### src/rtl/perf_mon_pkg.sv
// Shared types and default constants for the retirement performance monitor.
// Optional snapshot feature is enabled by the PERF_MON_SNAPSHOT_EN macro.
package perf_mon_pkg;

    typedef enum logic [2:0] {
        ST_IDLE    = 3'd0,
        ST_RUN     = 3'd1,
        ST_HALT    = 3'd2,
        ST_HANG    = 3'd3,
        ST_TIMEOUT = 3'd4
    } perf_state_e;

    localparam int DEF_CNT_W       = 32;
    localparam int DEF_PC_W        = 32;
    localparam int DEF_TIMEOUT_CYC = 100_000;
    localparam int DEF_HANG_CYC    = 1024;
    localparam int DEF_HALT_REPEAT = 4;

    function automatic logic is_terminal(perf_state_e s);
        return (s == ST_HALT) || (s == ST_HANG) || (s == ST_TIMEOUT);
    endfunction

endpackage

### src/rtl/perf_monitor_sat_counter.sv
// Saturating up-counter with synchronous clear and hold.
// Clear has priority over hold, hold over increment.
module sat_counter #(
    parameter int CNT_W = 32
) (
    input  logic             clk,
    input  logic             clr,
    input  logic             hold,
    input  logic             inc,
    output logic [CNT_W-1:0] q
);

    logic [CNT_W-1:0] q_nxt;

    always_comb begin
        q_nxt = q;
        if (clr) begin
            q_nxt = '0;
        end else if (!hold && inc && (q != '1)) begin
            q_nxt = q + CNT_W'(1);
        end
    end

    always_ff @(posedge clk) begin
        q <= q_nxt;
    end

endmodule

### src/rtl/perf_monitor.sv
// Retirement monitor: saturating counters plus run/halt/hang/timeout FSM.
// Define PERF_MON_SNAPSHOT_EN to add the i_snap counter snapshot registers.
module perf_monitor
    import perf_mon_pkg::*;
#(
    parameter int CNT_W       = DEF_CNT_W,
    parameter int PC_W        = DEF_PC_W,
    parameter int TIMEOUT_CYC = DEF_TIMEOUT_CYC,
    parameter int HANG_CYC    = DEF_HANG_CYC,
    parameter int HALT_REPEAT = DEF_HALT_REPEAT
) (
    input  logic             i_clk,
    input  logic             i_reset,
    input  logic             i_insn_vld,
    input  logic             i_ctrl,
    input  logic             i_mispred,
    input  logic [PC_W-1:0]  i_pc_debug,
    input  logic             i_clear,
`ifdef PERF_MON_SNAPSHOT_EN
    input  logic             i_snap,
    output logic [CNT_W-1:0] o_snap_insn,
    output logic [CNT_W-1:0] o_snap_mispred,
`endif
    output logic [2:0]       o_state,
    output logic [CNT_W-1:0] o_cycle_cnt,
    output logic [CNT_W-1:0] o_insn_cnt,
    output logic [CNT_W-1:0] o_ctrl_cnt,
    output logic [CNT_W-1:0] o_mispred_cnt,
    output logic             o_done,
    output logic             o_proto_err
);

    perf_state_e     state_q;
    perf_state_e     state_nxt;
    logic            clr;
    logic            terminal;
    logic            active;
    logic            vld_act;
    logic            ctrl_act;
    logic            mis_act;
    logic [31:0]     idle_q;
    logic [31:0]     idle_nxt;
    logic [31:0]     rep_q;
    logic [31:0]     rep_nxt;
    logic [PC_W-1:0] last_pc_q;
    logic            halt_hit;
    logic            hang_hit;
    logic            to_hit;
    logic            proto_q;

    assign clr      = ~i_reset | i_clear;
    assign terminal = is_terminal(state_q);
    // The IDLE->RUN entry cycle is counted like any RUN cycle.
    assign active   = (state_q == ST_RUN) |
                      ((state_q == ST_IDLE) & i_insn_vld);
    assign vld_act  = active & i_insn_vld;
    assign ctrl_act = vld_act & i_ctrl;
    assign mis_act  = ctrl_act & i_mispred;

    sat_counter #(.CNT_W(CNT_W)) u_cycle (
        .clk  (i_clk),
        .clr  (clr),
        .hold (terminal),
        .inc  (active),
        .q    (o_cycle_cnt)
    );

    sat_counter #(.CNT_W(CNT_W)) u_insn (
        .clk  (i_clk),
        .clr  (clr),
        .hold (terminal),
        .inc  (vld_act),
        .q    (o_insn_cnt)
    );

    sat_counter #(.CNT_W(CNT_W)) u_ctrl (
        .clk  (i_clk),
        .clr  (clr),
        .hold (terminal),
        .inc  (ctrl_act),
        .q    (o_ctrl_cnt)
    );

    sat_counter #(.CNT_W(CNT_W)) u_mispred (
        .clk  (i_clk),
        .clr  (clr),
        .hold (terminal),
        .inc  (mis_act),
        .q    (o_mispred_cnt)
    );

    always_comb begin
        idle_nxt = i_insn_vld ? 32'd0 : idle_q + 32'd1;
        rep_nxt  = (i_pc_debug == last_pc_q) ? rep_q + 32'd1 : 32'd1;
    end

    assign halt_hit = vld_act & (rep_nxt == 32'(HALT_REPEAT));
    assign hang_hit = active & (HANG_CYC != 0) &
                      (idle_nxt == 32'(HANG_CYC));
    // Timeout fires on the edge the cycle count becomes TIMEOUT_CYC.
    assign to_hit   = active & (TIMEOUT_CYC != 0) &
                      (o_cycle_cnt != '1) &
                      ((64'(o_cycle_cnt) + 64'd1) == 64'(TIMEOUT_CYC));

    always_ff @(posedge i_clk) begin
        if (clr) begin
            idle_q    <= '0;
            rep_q     <= '0;
            last_pc_q <= '0;
        end else if (active) begin
            idle_q <= idle_nxt;
            if (i_insn_vld) begin
                rep_q     <= rep_nxt;
                last_pc_q <= i_pc_debug;
            end
        end
    end

    always_ff @(posedge i_clk) begin
        if (clr) begin
            proto_q <= 1'b0;
        end else if (i_insn_vld & i_mispred & ~i_ctrl) begin
            proto_q <= 1'b1;
        end
    end

    always_ff @(posedge i_clk) begin
        if (!i_reset) begin
            state_q <= ST_IDLE;
        end else begin
            state_q <= state_nxt;
        end
    end

    always_comb begin
        state_nxt = state_q;
        if (i_clear) begin
            state_nxt = ST_IDLE;
        end else if (active) begin
            if (halt_hit) begin
                state_nxt = ST_HALT;
            end else if (hang_hit) begin
                state_nxt = ST_HANG;
            end else if (to_hit) begin
                state_nxt = ST_TIMEOUT;
            end else begin
                state_nxt = ST_RUN;
            end
        end
    end

    always_comb begin
        o_state     = state_q;
        o_done      = terminal;
        o_proto_err = proto_q;
    end

`ifdef PERF_MON_SNAPSHOT_EN
    logic [CNT_W-1:0] snap_insn_nxt;
    logic [CNT_W-1:0] snap_mis_nxt;

    // Snapshot captures the post-update counter values of this edge.
    always_comb begin
        snap_insn_nxt = o_insn_cnt;
        snap_mis_nxt  = o_mispred_cnt;
        if (!terminal && vld_act && (o_insn_cnt != '1)) begin
            snap_insn_nxt = o_insn_cnt + CNT_W'(1);
        end
        if (!terminal && mis_act && (o_mispred_cnt != '1)) begin
            snap_mis_nxt = o_mispred_cnt + CNT_W'(1);
        end
    end

    always_ff @(posedge i_clk) begin
        if (clr) begin
            o_snap_insn    <= '0;
            o_snap_mispred <= '0;
        end else if (i_snap) begin
            o_snap_insn    <= snap_insn_nxt;
            o_snap_mispred <= snap_mis_nxt;
        end
    end
`endif

endmodule

### config.mk
export PLATFORM = sky130hd
export DESIGN_NAME = perf_monitor
export DESIGN_NICKNAME = d
export VERILOG_FILES = /design/src/rtl/perf_mon_pkg.sv /design/src/rtl/perf_monitor_sat_counter.sv /design/src/rtl/perf_monitor.sv
export SDC_FILE = /design/constraint.sdc
export NUM_CORES = 1
export LEC_CHECK = 0
export CAP_MARGIN = 0
export CORE_MARGIN = 3
export CORE_UTILIZATION = 25
export CTS_CLUSTER_DIAMETER = 150
export DETAILED_ROUTE_END_ITERATION = 16
export DONT_BUFFER_PORTS = 1
export GPL_TIMING_DRIVEN = 0
export PLACE_DENSITY_LB_ADDON = 0.12
export REMOVE_ABC_BUFFERS = 1
export SYNTH_ARGS = -nofsm -noshare
export SYNTH_HDL_FRONTEND = slang
export SYNTH_SLANG_ARGS = --single-unit
### constraint.sdc
create_clock -name i_clk -period 7.49 [get_ports i_clk]
set_input_delay 0.749 -clock i_clk [delete_from_list [all_inputs] [get_ports i_clk]]
set_output_delay 0.749 -clock i_clk [all_outputs]
set_load 0.1 [all_outputs]
==> impl_metrics.csv, run 1 <==
group,metric,value,unit
worst_setup_path,slowest_stage,"nor2_1",
clocking,path_clk_slew,0.06,ns
logic_synthesis,ys_seq_area_share,36.98,%
cells_and_area,layout_commonest_cell,"dfxtp_1",
power,vdd_drop_max,0.1543,mV
timing,maxSlewHeadroom,8.419,%
detailed_routing,route.vias.total,11070,
power,finalPower,2.842,mW
logic_synthesis,mappedNetlistArea,0.01234,mm²
timing,fin_crit_sh,63.42,%
timing,grt_setup_unrepaired,"no",
job,drv_cap,0,
placed_design,routabilityCongestion,0.7922,
cells_and_area,fin_area,0.01403,mm²
power,switchingPower,0.6701,mW
min_path,hold_start,"i_pc_debug[14]",
clocking,post_cts_buffers,0,
placed_design,port-buffer-count,0,
detailed_routing,wl_per_cell,16.90,µm
logic_synthesis,dominantRegCellSynth,"dfxtp_1",
clocking,cts_resized,0,
detailed_routing,drt_iter0_markers,578,
logic_synthesis,synth_top_cell_by_area,"dfxtp_1",
clocking,ctsHtreeMaxLevel,1,
worst_setup_path,timing.rr.start,"o_state[2]",
worst_setup_path,crit_type,"flip-flop to flip-flop",
floorplanning,initial_core_util,25.58,%
global_route,gr-total-overflow,0,
power,power.share.clock,53.0,%
logic_synthesis,yosysTopAreaCellShare,36.98,%
timing,setup_viol,0,
logic_synthesis,synth_mux_area_share,0.5677,%
clocking,hold_buffers,0,
detailed_routing,via_per_inst,4.960,
clocking,cts_tree,"done",
power,p_seq_share,43.6,%
clocking,cts_num_sinks,228,
min_path,min_path_type,"input pin to flip-flop",
logic_synthesis,yosys-top-cells-area,"dfxtp_1 37%, xnor2_1 7.3%, nor2_1 5.7%",
logic_synthesis,synth_fa_ha_area_share,0.6083,%
worst_setup_path,crit_required,7.99,ns
global_route,grt_pass1_vias,10530,
floorplanning,die_h,228.2,µm
worst_setup_path,startpoint,"o_state[2]",
worst_setup_path,cpPeakStageDelay,1.22,ns
detailed_routing,drc,0,
logic_synthesis,synth_xor_area_share,12.06,%
detailed_routing,ant_nets,0,
cells_and_area,num-nets-final,1595,
global_route,grt_max_degree,66,
power,p_int,2.172,mW
timing,tightest_slew,1.347,ns
logic_synthesis,synth_simple_gate_area_share,32.77,%
clocking,clk_path_buf_depth,3,
logic_synthesis,synth_top_family_by_area,"simple AND/OR/NAND/NOR gates",
logic_synthesis,synth_compound_area_share,13.63,%
floorplanning,rows,80,
cells_and_area,final_cell_mix,"227 x dfxtp_1, 187 x nor2_1, 183 x nand2_1",
power,total_leakage_power,4.266,nW
clocking,clk_latency,0.57,ns
global_route,grt_pass1_wl,60.41,mm
timing,clock_skew,0.01375,ns
timing,fin_crit,4.750,ns
logic_synthesis,synth_edf_count,0,
worst_setup_path,cp_cell_sequence,"nor2_1, o21ai_1, a21oi_2, buf_8, nand2_1, or4_1, or3_1, o21ai_1",
logic_synthesis,synth-seq-cells,228,
global_route,antenna_found_initial,0,
floorplanning,die_x,228.2,µm
logic_synthesis,synthArstFlopShare,0,%
worst_setup_path,cp.arrival,5.25,ns
power,powerDensity,202.5,mW/mm²
logic_synthesis,avgSynthCellArea,7.728,µm²
detailed_routing,first_pass_iters,4,
timing,fin_tns_setup,0,ns
worst_setup_path,crit_top_cell,"o21ai_1",
cells_and_area,area_delta_synth_final,13.70,%
placed_design,placed_area,0.01299,mm²
power,combPwrFrac,3.4,%
logic_synthesis,ys_types,68,
run_status,status,"completed",
power,p_sw_share,23.58,%
logic_synthesis,syn_inst,1597,
clocking,root_buffer,"clkbuf_16",
floorplanning,die-area,0.05207,mm²
detailed_routing,finalWirelength,37.70,mm
timing,fmax,0.2105,GHz
global_route,grt_util_all_layers,13.85,%
worst_setup_path,crit_fanout,17,
worst_setup_path,start_kind,"flip-flop",
cells_and_area,n_antenna_cell,0,
floorplanning,ios,171,
placed_design,hpwl,25.65,mm
timing,hold_viol_final,0,
clocking,numCtsBuffers,31,
logic_synthesis,synth_warnings,0,
floorplanning,coreArea,0.04825,mm²
cells_and_area,drive_gt1_share,6.032,%
worst_setup_path,endpoint_kind,"flip-flop",
timing,maxSlewViolCount,0,
power by group through the flow:
stage	sequential (mW)	combinational, mW	clock (mW)
after floorplan	1.27	0.0602	0
after global placement	1.27	0.0880	0
after detailed placement	1.27	0.0986	0
after CTS	1.24	0.0989	1.57
after global routing	1.24	0.108	1.62
final	1.24	0.0960	1.51
critical path: cells and delay by family, from the launching register on:
family                 cells  cell delay (ns)
AND/OR/NAND/NOR            4             2.37
buffers and inverters      1             0.23
flip-flops                 1             0.71
AO/OA/AOI/OAI              3             1.34
layout make-up:
cell class              instances  area, µm²
clock inverters                13      146.4
well taps                     656      820.8
repair buffers                  8      157.7
fillers                      5303      34210
inverters                      21      78.83
multi-input cells            1261       7378
clock buffers                  44      884.6
flip-flops and latches        228       4566
cells in the mapped netlist, drive strengths merged, types with 12 or more instances:
| library cell | n |
|---|---|
| a211oi | 12 |
| a21oi | 129 |
| a31oi | 20 |
| and2 | 23 |
| and3 | 37 |
| and4 | 22 |
| buf | 13 |
| clkbuf | 74 |
| dfxtp | 228 |
| inv | 21 |
| nand2 | 184 |
| nand3 | 92 |
| nand4 | 60 |
| nor2 | 188 |
| nor2b | 15 |
| nor3 | 42 |
| nor4 | 27 |
| o21ai | 79 |
| or3 | 51 |
| xnor2 | 103 |
| xor2 | 67 |
sequential cells by signal, indices dropped and copies added, names as in the netlist:
name and flops:
idle_q 32, u_mispred.q 32, u_insn.q 32, u_cycle.q 32, o_proto_err 1, rep_q 32, u_ctrl.q 32, o_state 3
last_pc_q 32
stage by stage:
stage | std cells | util [%] | hold slack, ns | setup WS (ns)
floorplan | 1510 | - | 0.4488 | 2.255
global placement | 2166 | 26.58 | 0.4544 | -1.268
detailed placement | 2173 | 26.93 | 0.4602 | 2.708
CTS | 2230 | 29.07 | 0.2665 | 2.683
global route | 2231 | 29.08 | 0.2695 | 2.397
finish | 2231 | 29.08 | 0.3124 | 2.740
final timing paths:
check	end	slack [ns]	cells past startpoint
worst max register to register	o_state[2]	2.74	8
worst max-delay path	o_state[2]	2.74	8
worst min register to register	last_pc_q[20]	0.47	2
worst min-delay path	last_pc_q[14]	0.31	2
per-layer routing:
layer  track usage [%]  vias to the layer above  part of all wire [%]  wire, µm
met5                 0                        -                     0         0
met4             3.729                        0                   2.2       819
met3             4.067                       50                   6.6      2475
met2             21.67                      167                    44     16650
met1             18.60                     5281                    47     17760
li1                  -                     5567                     -         -
cell families after synthesis:
family,count (synthesis)
XOR/XNOR,170
flip-flops,228
adder cells (fa/ha/maj),6
AND/OR/NAND/NOR,788
AO/OA/AOI/OAI,290
buffers and inverters,108
multiplexers,7
(Power assumes the default switching activity.)
==> inputs of run 2 (changes only) <==
Clock period 7.49 ns to 4 ns, I/O delays scaled along.
==> run 2 against run 1 <==
Net effect:
- non-clock buffer count grew 37
- sequential power grew 87%
- total power grew 88%
- critical path depth is the same
- setup slack lost 2.5 ns
- sequential share of layout area shrank 0.81 points
- cell count grew 1.7%
- critical endpoint unchanged
- highest routed layer unchanged
==> impl_metrics.csv, run 2 (synthesis results as in run 1) <==
group,metric,value,unit
worst_setup_path,crit_fanout,6,
clocking,numCtsBuffers,31,
global_route,grt_pass1_wl,61.45,mm
worst_setup_path,cp.arrival,4.30,ns
detailed_routing,ant_nets,0,
cells_and_area,final_cell_mix,"218 x dfxtp_1, 184 x nor2_1, 183 x nand2_1",
cells_and_area,layout_commonest_cell,"dfxtp_1",
detailed_routing,via_per_inst,4.952,
run_status,status,"completed",
power,p_int,4.090,mW
timing,setup_viol,0,
global_route,gr-total-overflow,0,
timing,clock_skew,0.01251,ns
timing,fmax,0.2634,GHz
timing,grt_setup_unrepaired,"no",
job,drv_cap,0,
floorplanning,initial_core_util,25.58,%
worst_setup_path,r2r_slack,0.20,ns
timing,fin_crit,3.797,ns
power,power.share.clock,52.7,%
floorplanning,rows,80,
clocking,path_clk_slew,0.06,ns
worst_setup_path,endpoint_kind,"flip-flop",
floorplanning,coreArea,0.04825,mm²
detailed_routing,first_pass_iters,4,
cells_and_area,num-nets-final,1632,
placed_design,dp_cells,2173,
clocking,ctsHtreeMaxLevel,1,
detailed_routing,finalWirelength,38.30,mm
detailed_routing,drc,0,
detailed_routing,wl_per_cell,16.89,µm
detailed_routing,drt_iter0_markers,535,
cells_and_area,n_antenna_cell,0,
worst_setup_path,crit_required,4.50,ns
global_route,grt_max_degree,66,
power,p_seq_share,43.4,%
global_route,grt_pass1_vias,10790,
cells_and_area,final_cells,2268,
placed_design,port-buffer-count,0,
cells_and_area,fillers,5292,
clocking,cts_tree,"done",
global_route,antenna_found_initial,0,
clocking,root_buffer,"clkbuf_16",
placed_design,hpwl,25.65,mm
clocking,clk_latency,0.56,ns
timing,tightest_slew,1.347,ns
cells_and_area,fin_util,29.90,%
power,p_sw_share,23.60,%
power,total_leakage_power,4.429,nW
power,powerDensity,371.0,mW/mm²
timing,hold_viol_final,0,
floorplanning,die-area,0.05207,mm²
cells_and_area,drive_gt1_share,6.948,%
timing,maxSlewViolCount,0,
min_path,min_path_type,"input pin to flip-flop",
power,switchingPower,1.263,mW
power,vdd_drop_max,0.2887,mV
clocking,cts_num_sinks,228,
timing,fin_crit_sh,94.93,%
worst_setup_path,crit_type,"flip-flop to flip-flop",
power,combPwrFrac,3.9,%
placed_design,routabilityCongestion,0.7922,
floorplanning,die_h,228.2,µm
detailed_routing,route.vias.total,11230,
global_route,grt_util_all_layers,14.06,%
floorplanning,die_x,228.2,µm
clocking,clk_path_buf_depth,3,
cells_and_area,area_delta_synth_final,16.90,%
timing,maxSlewHeadroom,8.399,%
floorplanning,ios,171,
worst_setup_path,start_kind,"flip-flop",
## run 2: cell count changes in the layout (fill, tap and decap cells not counted), sizes merged
cell	before	now
buf	7	10
dlygate4sd3	0	34
## run 2: layout make-up
class	count	area (µm²)	area share [%]
Multi-Input combinational cell	1261	7400	51.29
Inverter	21	78.83	0.5464
Tap cell	656	820.8	5.689
Sequential cell	228	4577	31.72
Timing Repair Buffer	45	520.5	3.608
Clock buffer	44	884.6	6.131
Clock inverter	13	146.4	1.015
## run 2: critical path: stages, from the launching register on
cell,delay [ns]
dfxtp_1,1.05
nand3_1,0.40
nor4_1,0.54
nand3_1,0.13
a22oi_1,0.27
o2111ai_1,0.20
or4_1,0.63
or3_1,0.39
o21ai_1,0.13
## run 2: through the flow
step / TNS [ns] / power [mW] / hold slack, ns / setup slack, ns / instance area [µm²]
after floorplan: -148.38 / 2.485 / 0.4488 / -0.8863 / 12000
after global placement: -892.54 / 2.543 / 0.4544 / -4.409 / 12820
after detailed placement: -15.32 / 2.556 / 0.4602 / -0.7824 / 12990
after CTS: 0 / 5.477 / 0.002051 / 0.02587 / 14380
after global routing: 0 / 5.582 / 0.03543 / 0.003199 / 14430
final: 0 / 5.353 / 0.04066 / 0.2029 / 14430
## run 2: path summary, 6_finish.rpt
path,from,to,depth (start not counted)
worst min-delay path,i_insn_vld,idle_q[20],2
worst max-delay path,u_cycle.q[7],o_state[2],8
worst max register to register,u_cycle.q[7],o_state[2],8
worst min register to register,last_pc_q[20],last_pc_q[20],2
## run 2: metal layers
metal | GRT usage, % | vias to the layer above | wire, µm
met1 | 18.75 | 5347 | 17950
met2 | 22.42 | 192 | 17160
met5 | 0 | - | 0
li1 | - | 5645 | -
met4 | 3.414 | 0 | 717
met3 | 4.029 | 48 | 2477
## run 2: repair_timing
item | CTS | global route
hold endpoints to repair | 33 | 0
buffers inserted | 0 | 3
pin swaps | 0 | 1
endpoints found under the setup margin | 59 | 30
resized for setup | 3 | 12
hold buffers | 34 | 0
## run 2: power groups by stage
| stage | sequential [mW] | combinational, mW | clock (mW) |
|---|---|---|---|
| 6_report | 2.32 | 0.210 | 2.82 |
| 5_1_grt | 2.32 | 0.233 | 3.03 |
| 4_1_cts | 2.32 | 0.215 | 2.94 |
| 3_5_place_dp | 2.37 | 0.185 | 0 |
| 3_3_place_gp | 2.38 | 0.165 | 0 |
| 2_1_floorplan | 2.37 | 0.113 | 0 |
